==> config.mk <==
export PLATFORM = sky130hd
export DESIGN_NAME = ifetch_unit
export DESIGN_NICKNAME = d
export VERILOG_FILES = /design/src/rtl/ifetch_unit.sv
export SDC_FILE = /design/constraint.sdc
export NUM_CORES = 1
export LEC_CHECK = 0
export ABC_AREA = 1
export CAP_MARGIN = 20
export CORE_MARGIN = 8
export CORE_UTILIZATION = 54
export DETAILED_ROUTE_END_ITERATION = 8
export GPL_ROUTABILITY_DRIVEN = 1
export PLACE_DENSITY_LB_ADDON = 0.05
export SETUP_SLACK_MARGIN = 0.05
export SLEW_MARGIN = 20
export SYNTH_ARGS = -nofsm -noshare
export SYNTH_HDL_FRONTEND = slang
export SYNTH_SLANG_ARGS = --single-unit
==> constraint.sdc <==
create_clock -name clock -period 6.1 [get_ports clock]
set_clock_uncertainty 0.1 [all_clocks]
set_input_delay 1.22 -clock clock [delete_from_list [all_inputs] [get_ports clock]]
set_output_delay 1.22 -clock clock [all_outputs]
set_load 0.005 [all_outputs]
==> src/rtl/ifetch_unit.sv <==
// Instruction fetch stage: owns the PC, fetches over req/ack, presents one instruction at a time.
// Optional misaligned jr trap enabled by defining IFETCH_MISALIGN_TRAP_EN.
module ifetch_unit #(
  parameter logic [31:0] RESET_PC = 32'h0000_0000
) (
  input  logic        clock,
  input  logic        rst_n,
  output logic        imem_req,
  output logic [31:0] imem_addr,
  input  logic        imem_ack,
  input  logic [31:0] imem_rdata,
  output logic        inst_valid,
  input  logic        inst_ready,
  output logic [31:0] instruction,
  output logic [31:0] pc,
  output logic [31:0] link_addr,
  input  logic        branch,
  input  logic        n_branch,
  input  logic        jmp,
  input  logic        jal,
  input  logic        jrn,
  input  logic        zero,
  input  logic [31:0] read_data_1,
  output logic        fetch_err
);

  // state | meaning
  // REQ   | request outstanding at pc, waiting for imem_ack
  // HOLD  | instruction presented, waiting for inst_ready
  // HALT  | misaligned jr trapped, stopped until reset
  typedef enum logic [1:0] {REQ, HOLD, HALT} state_t;

`ifdef IFETCH_MISALIGN_TRAP_EN
  localparam bit TRAP_EN = 1'b1;
`else
  localparam bit TRAP_EN = 1'b0;
`endif

  state_t      state_q, state_d;
  logic        req_armed_q;
  logic [31:0] pc_q, pc_d;
  logic [31:0] instr_q, instr_d;
  logic [31:0] link_q, link_d;
  logic        err_q, err_d;

  logic [31:0] jr_target, jump_target, branch_target;
  logic        take_branch, misalign;

  always_comb begin
    jr_target     = {read_data_1[31:2], 2'b00};
    misalign      = |read_data_1[1:0];
    jump_target   = {link_q[31:28], instr_q[25:0], 2'b00};
    branch_target = link_q + {{14{instr_q[15]}}, instr_q[15:0], 2'b00};
    take_branch   = (branch & zero) | (n_branch & ~zero);
  end

  always_comb begin
    state_d = state_q;
    pc_d    = pc_q;
    instr_d = instr_q;
    link_d  = link_q;
    err_d   = err_q;
    case (state_q)
      REQ: begin
        // req_armed_q keeps a stray ack from being taken in the reset-release cycle
        if (req_armed_q && imem_ack) begin
          instr_d = imem_rdata;
          link_d  = pc_q + 32'd4;
          state_d = HOLD;
        end
      end
      HOLD: begin
        if (inst_ready) begin
          state_d = REQ;
          if (jrn) begin
            if (TRAP_EN && misalign) begin
              err_d   = 1'b1;
              state_d = HALT;
            end else begin
              pc_d = jr_target;
            end
          end else if (jmp || jal) begin
            pc_d = jump_target;
          end else if (take_branch) begin
            pc_d = branch_target;
          end else begin
            pc_d = link_q;
          end
        end
      end
      HALT: state_d = HALT;
      default: state_d = REQ;
    endcase
  end

  always_ff @(posedge clock or negedge rst_n) begin
    if (!rst_n) begin
      state_q     <= REQ;
      req_armed_q <= 1'b0;
      pc_q        <= RESET_PC;
      instr_q     <= '0;
      link_q      <= '0;
      err_q       <= 1'b0;
    end else begin
      state_q     <= state_d;
      req_armed_q <= 1'b1;
      pc_q        <= pc_d;
      instr_q     <= instr_d;
      link_q      <= link_d;
      err_q       <= err_d;
    end
  end

  assign imem_req    = req_armed_q && (state_q == REQ);
  assign imem_addr   = pc_q;
  assign inst_valid  = (state_q == HOLD);
  assign instruction = instr_q;
  assign pc          = pc_q;
  assign link_addr   = link_q;
  assign fetch_err   = TRAP_EN ? err_q : 1'b0;

endmodule

=== Word level (Yosys, flattened, before mapping) ===
Cells that the tools add are included.

* Add/subtract/negate cells: 2
* Muxes and demuxes: 6
* Equality and inequality tests: 4
* Reductions and logical operators: 7
* Bitwise operators: 4

{| class="wikitable"
|+ Operators by type and width
! kind !! number
|-
| $mux 32 || 3
|-
| $add 32x3->32 const B || 1
|-
| $add 32x32->32 || 1
|-
| $pmux 2 s3 || 1
|-
| $reduce_and 2->1 || 3
|-
| $mux 2 || 2
|-
| $and 1x1->1 || 2
|-
| $eq 2x1->1 const B || 1
|-
| $eq 2x2->1 const B || 1
|-
| $logic_and 1x1->1 || 2
|-
| $logic_not 2->1 || 1
|-
| $ne 2x1->1 const B || 1
|-
| $ne 2x2->1 const B || 1
|-
| $logic_or 1x1->1 || 1
|-
| $not 1->1 || 1
|-
| $or 1x1->1 || 1
|}

* Output and inout bits: 131
* Input port bits: 74
* Logic and storage cells: 28
* Register bits: 99

=== Logic depth before layout (Yosys ltp) ===
* Word-level depth: 6
* Gate-level depth with buffers: 16
* Gate-level depth less buffers: 16

=== Worst setup path after synthesis ===
Ideal clock, no wire load.

* Kind: input port to flip-flop
* Start point: input port n_branch
* End point: register pc_q[2], in the netlist imem_addr[2]
* Arrival time: 2.203 ns
* Buffers on the path: 1
* Required time: 5.867 ns
* Path slack: 3.664 ns
* Stages: 7
* Library setup time: 0.133 ns
* Cells stage by stage: o21ai_1 -> inv_1 -> clkbuf_1 -> nand2_1 -> nand3_1 -> a221oi_1 -> a21oi_1

* Cells in the longest elaborated chain, start to end: 5

{| class="wikitable"
|+ RTL lines
! item !! line !! text
|-
| start, declared || 18 || <nowiki>input logic n_branch,</nowiki>
|-
| $and 1x1->1 || 54 || <nowiki>take_branch = (branch & zero) | (n_branch & ~zero);</nowiki>
|-
| $or 1x1->1 || 54 ||
|-
| $mux 32 || 84 || <nowiki>end else if (take_branch) begin</nowiki>
|-
| $mux 32 || 82 || <nowiki>end else if (jmp || jal) begin</nowiki>
|-
| $mux 32 || 75 || <nowiki>if (jrn) begin</nowiki>
|-
| end signal, assigned || 107 || <nowiki>pc_q <= pc_d;</nowiki>
|-
| end, declared || 41 || <nowiki>logic [31:0] pc_q, pc_d;</nowiki>
|}

Every way passes these cells.
A chain may end at the register's enable or synchronous reset.

=== Final worst setup path ===
* Start point: input port jal
* End point: register pc_q[9], in the netlist imem_addr[9]

* Cells in the longest elaborated chain, start to end: 3

{| class="wikitable"
|+ RTL lines
! item !! line !! text
|-
| start, declared || 20 || <nowiki>input logic jal,</nowiki>
|-
| $logic_or 1x1->1 || 82 ||
|-
| $mux 32 || 82 ||
|-
| $mux 32 || 75 ||
|}

Every way passes these cells.

==> metrics.txt <==
port bufs 201; clk_lat worst skew 360 ps; DIE AREA 18,200 um2; num rows 43; period utilization 60.7%; pin count of the biggest net entering global routing 69; drt pass-1 iters 5; CP startpoint jal; GRT Total Usage 29.2%; Die H 135 um; Synth Cell Area 7630 um2; setup violators final 0; #FFs+latches synth 99; top cell type's share of synthesized area 32.4%; Async SR Flop Fraction 100%; placed wire-length estimate 20.5 mm; drt total wl 26.6 mm; Fin Hold WS 359 ps; Post-synth EDFFs 0; # DRC 0; clk buf depth 2; share of post-route cells with drive strength above 1 3.50%; fin nets 1,443; CP required 6300 ps; syn nets 1,293; RSZ-0062 raised after global routing no; sequential share of power 31.8%; Clock power frac 17.4%; WS Path Type in -> reg; Worst slew margin 31.3%; DR vias/cell 5.40; Iter 0 DRT Violations 711; synth top area cells dfrtp_1 32%, nand2_1 23%, inv_1 6.4%; routability cong. 0.941; Synth area leader dfrtp_1; Detail Route Antenna Nets 0; FILL cells 1,208; Pint 0.00194 W; Core Box Area 13,800 um2; P_leak 4.96 nW; Logic pwr share 50.8%; Hold Path Class reg -> reg; Arr. time, crit path 3900 ps; DP Worst Slack 2190 ps; Total Power 0.00342 W; clock slew at reported path FFs 80 ps; worst reg2reg path startpoint instruction[15]; first-pass GRT wire length 41.8 mm; status finished clean; Synth Warn # 0; footprint of the multi-input gates 4270 um2; number of global-route vias before repair 7,870; syn avg cell area 6.43 um2; CTS HTree Levels 3; Slew Limit Fails 0; worst setup margin 2400 ps; max cap viols 0; crit path time final 3700 ps; fmax 270 MHz; Power Density 348 nW/um2; number of distinct library cells after synthesis 42; sequential area share after synthesis 32.4%; Crit Path Max Fanout 37; most frequent cell after synthesis nand2_1; routed vias 8,219; Tightest Pin Transition 1030 ps; Starting Density 55.2%; CTS root buf clkbuf_16; Worst VDD drop 0.000215 V; Switching Power 0.00149 W; final hold vios 0; cts-stage hold buffer count 0; CTS buffer count 9; Area Growth Syn to Fin 29.0%; most frequent cells after synthesis 476 x nand2_1, 130 x inv_1, 103 x nor2_1; IO Pins 205; die width 135 um; DR WL/cell 17.4 um; initial antenna violation count 0; grt total ovfl 0; CTS tree done; Synth Instances 1,188; Sw Ratio 43.4%; ys flop type dfrtp_1; TNS Setup 0 ps; ANT cells 0; Post-CTS Resized 0; Clock Sinks 99; hold_sp state_q[0]; Crit. End Element flop; CP Launch Type primary input; Post-Route Utilization 71.2%; postcts setup bufs 0; Storage cell area 2480 um2; flop2flop setup slack 3410 ps
[kinds of logic after synthesis]
group           after synthesis  share of synthesized area [%]
simple gates                677                           36.6
compound gates              139                           9.62
fa+ha+maj                    31                           5.18
xor+xnor                     39                           4.47
other cells                   2                         0.0984
flops                        99                           32.4
buf+inv                     201                           11.6
[registers in the layout, summed over array words and instances (netlist names)]
register,cells
state_q,2
imem_addr,32
req_armed_q,1
link_addr,32
instruction,32
[per-stage QoR]
step	std cells	cell area [um2]
4_1_cts	1522	9830
3_3_place_gp	1506	9520
6_report	1523	9850
2_1_floorplan	1188	7630
3_5_place_dp	1506	9520
5_1_grt	1523	9850
[worst max-delay path, stage by stage]
cell	delay, ps
clkdlybuf4s50_1	450
nor2_4	480
inv_2	460
nor2_2	340
inv_2	180
nand2_1	80
o21ai_0	80
a21oi_1	340
o21ai_0	150
nand2_1	90
[power by group through the flow]
stage	logic (W)	clock network (W)	registers (W)
2_1_floorplan	0.00100	0	0.00102
5_1_grt	0.00192	0.000629	0.00111
3_5_place_dp	0.00171	0	0.00109
6_report	0.00174	0.000597	0.00109
3_3_place_gp	0.00169	0	0.00108
4_1_cts	0.00173	0.000599	0.00108
[metal layers]
metal / global-route usage (%) / share of wire, %
met3: 7.80 / 8.5
met4: 6.61 / 1.8
met2: 44.7 / 44
met1: 40.2 / 46
met5: 0 / 0
[final timing paths]
path | to | cells past startpoint
worst max register to register | imem_addr[26] | 12
worst min-delay path | state_q[1] | 1
worst min register to register | state_q[1] | 1
worst max-delay path | imem_addr[9] | 10
max in group asynchronous | imem_addr[25] | 2
min in group asynchronous | instruction[31] | 1
[cells in the final DEF, fill, tap and decap left out, types with 2 or more instances in the layout]
cell type,instances
buf_4,6
dfrtp_1,99
xor2_1,26
nand2_1,475
nand3_1,53
xnor2_1,13
clkdlybuf4s50_1,200
inv_1,130
nand2_2,4
o21ai_1,6
nand4_1,12
o21bai_1,3
inv_6,4
nor2_4,4
nor3_2,4
nand3_2,2
ha_1,30
nor3_1,9
nor2_1,103
o211ai_1,4
conb_1,2
nand3b_1,2
clkinv_8,2
a21oi_1,69
clkbuf_16,9
inv_2,3
a221oi_1,2
o21ai_0,49
[area by class of cell]
| type | instances | area share [%] |
|---|---|---|
| Clock inverter | 6 | 0.686 |
| Tap cell | 180 | 2.29 |
| Timing Repair Buffer | 207 | 21.0 |
| Multi-Input combinational cell | 888 | 43.4 |
| Sequential cell | 99 | 25.2 |
| Inverter | 133 | 5.07 |
| Clock buffer | 10 | 2.43 |
Note: power is estimated with default switching activity, not from simulation.
==> edit 1 (config.mk and constraints unchanged) <==
The 3 states of `state_t` get a one-hot encoding in 3 bits.
--- a/src/rtl/ifetch_unit.sv
+++ b/src/rtl/ifetch_unit.sv
@@ -30,3 +30,3 @@
   // HALT  | misaligned jr trapped, stopped until reset
-  typedef enum logic [1:0] {REQ, HOLD, HALT} state_t;
+  typedef enum logic [2:0] {REQ = 3'b001, HOLD = 3'b010, HALT = 3'b100} state_t;
 
Function: no difference found for any inputs over 4 cycles, from zero or initial values and one cycle with rst_n low; so few cycles prove little.
==> edit 1 against the original RTL <==
  * Worst setup slack better by 0.30 ns
  * Synthesized cell count up 2.3%
  * Final area up 0.94%
  * Count of clock-buffer cells in the layout up 1
  * Clock power down 3.9%
  * Maximum frequency up 8.7%
  * Power up 49%
  * Sequential cell count up 1
  * Via count up 1.5%
  * Cell count up 2.0%
  * Wire length up 1.0%
  * Area after synthesis up 1.4%
  * Critical path type unchanged
==> edit 1: results <==
metrics = {
    "critical_path": {
        "arrival_ns": 3.58,
        "r2r-end": "imem_addr[29]",
        "critical_path.top_delay_family": "simple AND/OR/NAND/NOR gates",
        "reg2reg_slack_ns": 3.36,
        "reg2reg_depth": 13,
    },
    "logic_synthesis": {
        "syn_nets": 1320,
        "seq_area_frac_synth": 0.323,
        "synth.top_cells.by_area": "dfrtp_1 (32%), nand2_1 (23%), inv_1 (6.4%)",
        "ys_types": 35,
        "synthTopCellsByCount": "nand2_1 (473), inv_1 (132), nor2_1 (112)",
    },
    "hold_path": {
        "hold_start": "instruction[29]",
        "min_to": "instruction[29]",
        "hold_path_depth": 2,
    },
    "routing": {
        "dr.pass1.iters": 6,
        "vias": 8346,
        "wl_um": 26800,
        "drt-initial-drc-count": 701,
    },
    "place": {
        "gp_congestion": 0.959,
        "portBuffers": 201,
        "dp_hpwl_um": 20700,
        "dp_slack_ns": 2.39,
        "postPlaceCellArea_um2": 9650,
    },
    "global_route": {
        "grt_max_degree": 66,
        "grt_pass1_vias": 7931,
        "grt_pass1_wl_um": 42200,
        "track_usage": 0.293,
        "antenna_found_initial": 2,
    },
    "power": {
        "ir_drop_mv": 0.288,
    },
    "sta": {
        "tightestPinTransition_ns": 0.963,
    },
    "cells_and_area": {
        "drive_gt1_frac": 0.0364,
        "fill_cells": 1242,
    },
    "clock_network": {
        "path_clk_slew_ns": 0.08,
    },
    "status": {
        "outcome": "completed",
    },
}
-- edit 1: logic make-up after synthesis --
kind of cell             after synthesis  share of synthesized area
AO/OA/AOI/OAI                        150                      0.104
XOR/XNOR                              34                     0.0385
adder cells (fa/ha/maj)               31                     0.0511
buffers and inverters                211                      0.119
flip-flops                           100                      0.323
other                                  2                   0.000970
AND/OR/NAND/NOR                      687                      0.362
-- edit 1: layout make-up --
type / instances / area [um2] / share of cell area
Timing Repair Buffer: 208 / 2060 / 0.207
Multi-Input combinational cell: 904 / 4320 / 0.435
Clock inverter: 5 / 41.3 / 0.00415
Antenna cell: 2 / 5.00 / 0.000503
Inverter: 144 / 541 / 0.0544
Clock buffer: 11 / 243 / 0.0244
Sequential cell: 100 / 2500 / 0.252
Tap cell: 180 / 225 / 0.0227
-- edit 1: power breakdown --
group | switching, W | internal [W] | total, W
Combinational | 0.00163 | 0.00146 | 0.00309
Sequential | 0.000486 | 0.000966 | 0.00145
Clock | 0.000280 | 0.000294 | 0.000574
-- edit 1: worst max-delay path by stage --
stage / start / to / slack [ns] / cells past startpoint
3_5_place_dp: jal / imem_addr[18] / 2.39 / 10
4_1_cts: jal / imem_addr[18] / 2.75 / 10
2_1_floorplan: jrn / imem_addr[30] / 3.72 / 8
5_1_grt: jal / imem_addr[15] / 2.53 / 10
6_report: jal / imem_addr[18] / 2.70 / 10
3_3_place_gp: jal / imem_addr[15] / 2.44 / 10
-- edit 1: through the flow --
step / cells / hold slack, ns
3_5_place_dp: 1536 / 0.359
2_1_floorplan: 1215 / 0.365
5_1_grt: 1554 / 0.398
6_report: 1554 / 0.373
4_1_cts: 1552 / 0.377
3_3_place_gp: 1536 / 0.353
-- edit 1: worst min-delay path: stages, from the launching register on --
cell and delay [ns]:
dfrtp_1 0.35, nand2_1 0.05, nand2_1 0.04
-- edit 1: layer usage --
layer / part of all wire / routed length, um / global-route usage / up-vias
met4: 0.020 / 542 / 0.0857 / 0
met5: 0 / 0 / 0 / -
met1: 0.43 / 11500 / 0.389 / 3870
met3: 0.084 / 2240 / 0.0690 / 38
li1: - / - / - / 4078
met2: 0.47 / 12500 / 0.463 / 360
==> edit 2 (same settings) <==
Without the edit above. `TRAP_EN`: 1'b0 -> 1'b1.
--- a/src/rtl/ifetch_unit.sv
+++ b/src/rtl/ifetch_unit.sv
@@ -35,3 +35,3 @@
 `else
-  localparam bit TRAP_EN = 1'b0;
+  localparam bit TRAP_EN = 1'b1;
 `endif
Formal check against the unedited RTL: not equivalent (Yosys sat finds a counterexample within 4 cycles, from zero or initial values and one cycle with rst_n low).
==> edit 2 against the original RTL <==
  * Sequential cell count up 1
  * Sequential share of layout area up 0.81 points
  * Wire length grew 2.3%
  * Area after synthesis fell by 2.5%
  * Final area decreased by 2.1%
  * Register-to-register slack got worse by 0.15 ns
  * Power grew 47%
  * First-iteration DRC count grew 23%
  * Sequential power grew 35%
  * Combinational power is 73% higher
  * Worst setup slack lost 0.23 ns
  * Non-clock buffer count up 3
  * Count of clock-buffer cells in the layout did not move
==> edit 2: results <==
metrics = {
    "status": {
        "outcome": "completed",
    },
    "logic_synthesis": {
        "synth_compound_area_frac": 0.130,
        "syn_avg_cell_area_um2": 6.61,
        "syn_nets": 1230,
        "synth.top_cells.by_area": "dfrtp_1 (34%), nand2_1 (21%), nor2_1 (5.2%)",
        "seq_area_frac_synth": 0.336,
        "synth_xor_area_frac": 0.0412,
        "synthTopCellsByCount": "nand2_1 (407), nor2_1 (103), inv_1 (101)",
        "yosys.area_share.adder": 0.0531,
    },
    "hold_path": {
        "min_to": "fetch_err",
        "hold_path_depth": 2,
        "hold_start": "fetch_err",
    },
    "place": {
        "dp_slack_ns": 1.86,
        "dp_hpwl_um": 21200,
        "gp_congestion": 1.01,
        "dp.cells": 1449,
    },
    "power": {
        "ir_drop_mv": 0.292,
    },
    "cells_and_area": {
        "drive_gt1_frac": 0.0304,
        "fill_cells": 1236,
    },
    "sta": {
        "final.hold.worst_slack_ns": 0.370,
        "relSlewSlack": 0.361,
    },
    "critical_path": {
        "cp_slowest_cell": "clkinv_1",
        "r2r-end": "imem_addr[29]",
        "arrival_ns": 4.04,
        "reg2reg_slack_ns": 3.26,
        "crit_path_start": "zero",
        "endpoint": "imem_addr[6]",
    },
    "routing": {
        "routed_via_density": 5.48,
        "wl_um": 27200,
        "drt-initial-drc-count": 871,
        "vias": 8026,
    },
    "global_route": {
        "grtUsageMet2": 0.472,
        "track_usage": 0.304,
        "grtUsageMet1": 0.413,
        "grt_pass1_wl_um": 42500,
    },
}
edit 2: power groups by stage:
stage / clock network [W] / logic [W] / registers [W]
4_1_cts: 0.000544 / 0.00299 / 0.00145
3_3_place_gp: 0 / 0.00294 / 0.00145
6_report: 0.000541 / 0.00301 / 0.00147
3_5_place_dp: 0 / 0.00297 / 0.00144
5_1_grt: 0.000571 / 0.00335 / 0.00150
2_1_floorplan: 0 / 0.00174 / 0.00130
edit 2: layout make-up:
| type | count | area (um2) | area share |
|---|---|---|---|
| Timing Repair Buffer | 210 | 2080 | 0.216 |
| Clock inverter | 5 | 37.5 | 0.00390 |
| Clock buffer | 10 | 229 | 0.0238 |
| Tap cell | 180 | 225 | 0.0234 |
| Inverter | 106 | 398 | 0.0413 |
| Sequential cell | 100 | 2500 | 0.260 |
| Multi-Input combinational cell | 853 | 4160 | 0.432 |
edit 2: layer usage:
metal / routed length, um / up-vias
met2: 12300 / 389
met5: 10 / -
met3: 2490 / 40
met4: 638 / 2
met1: 11700 / 3709
li1: - / 3886
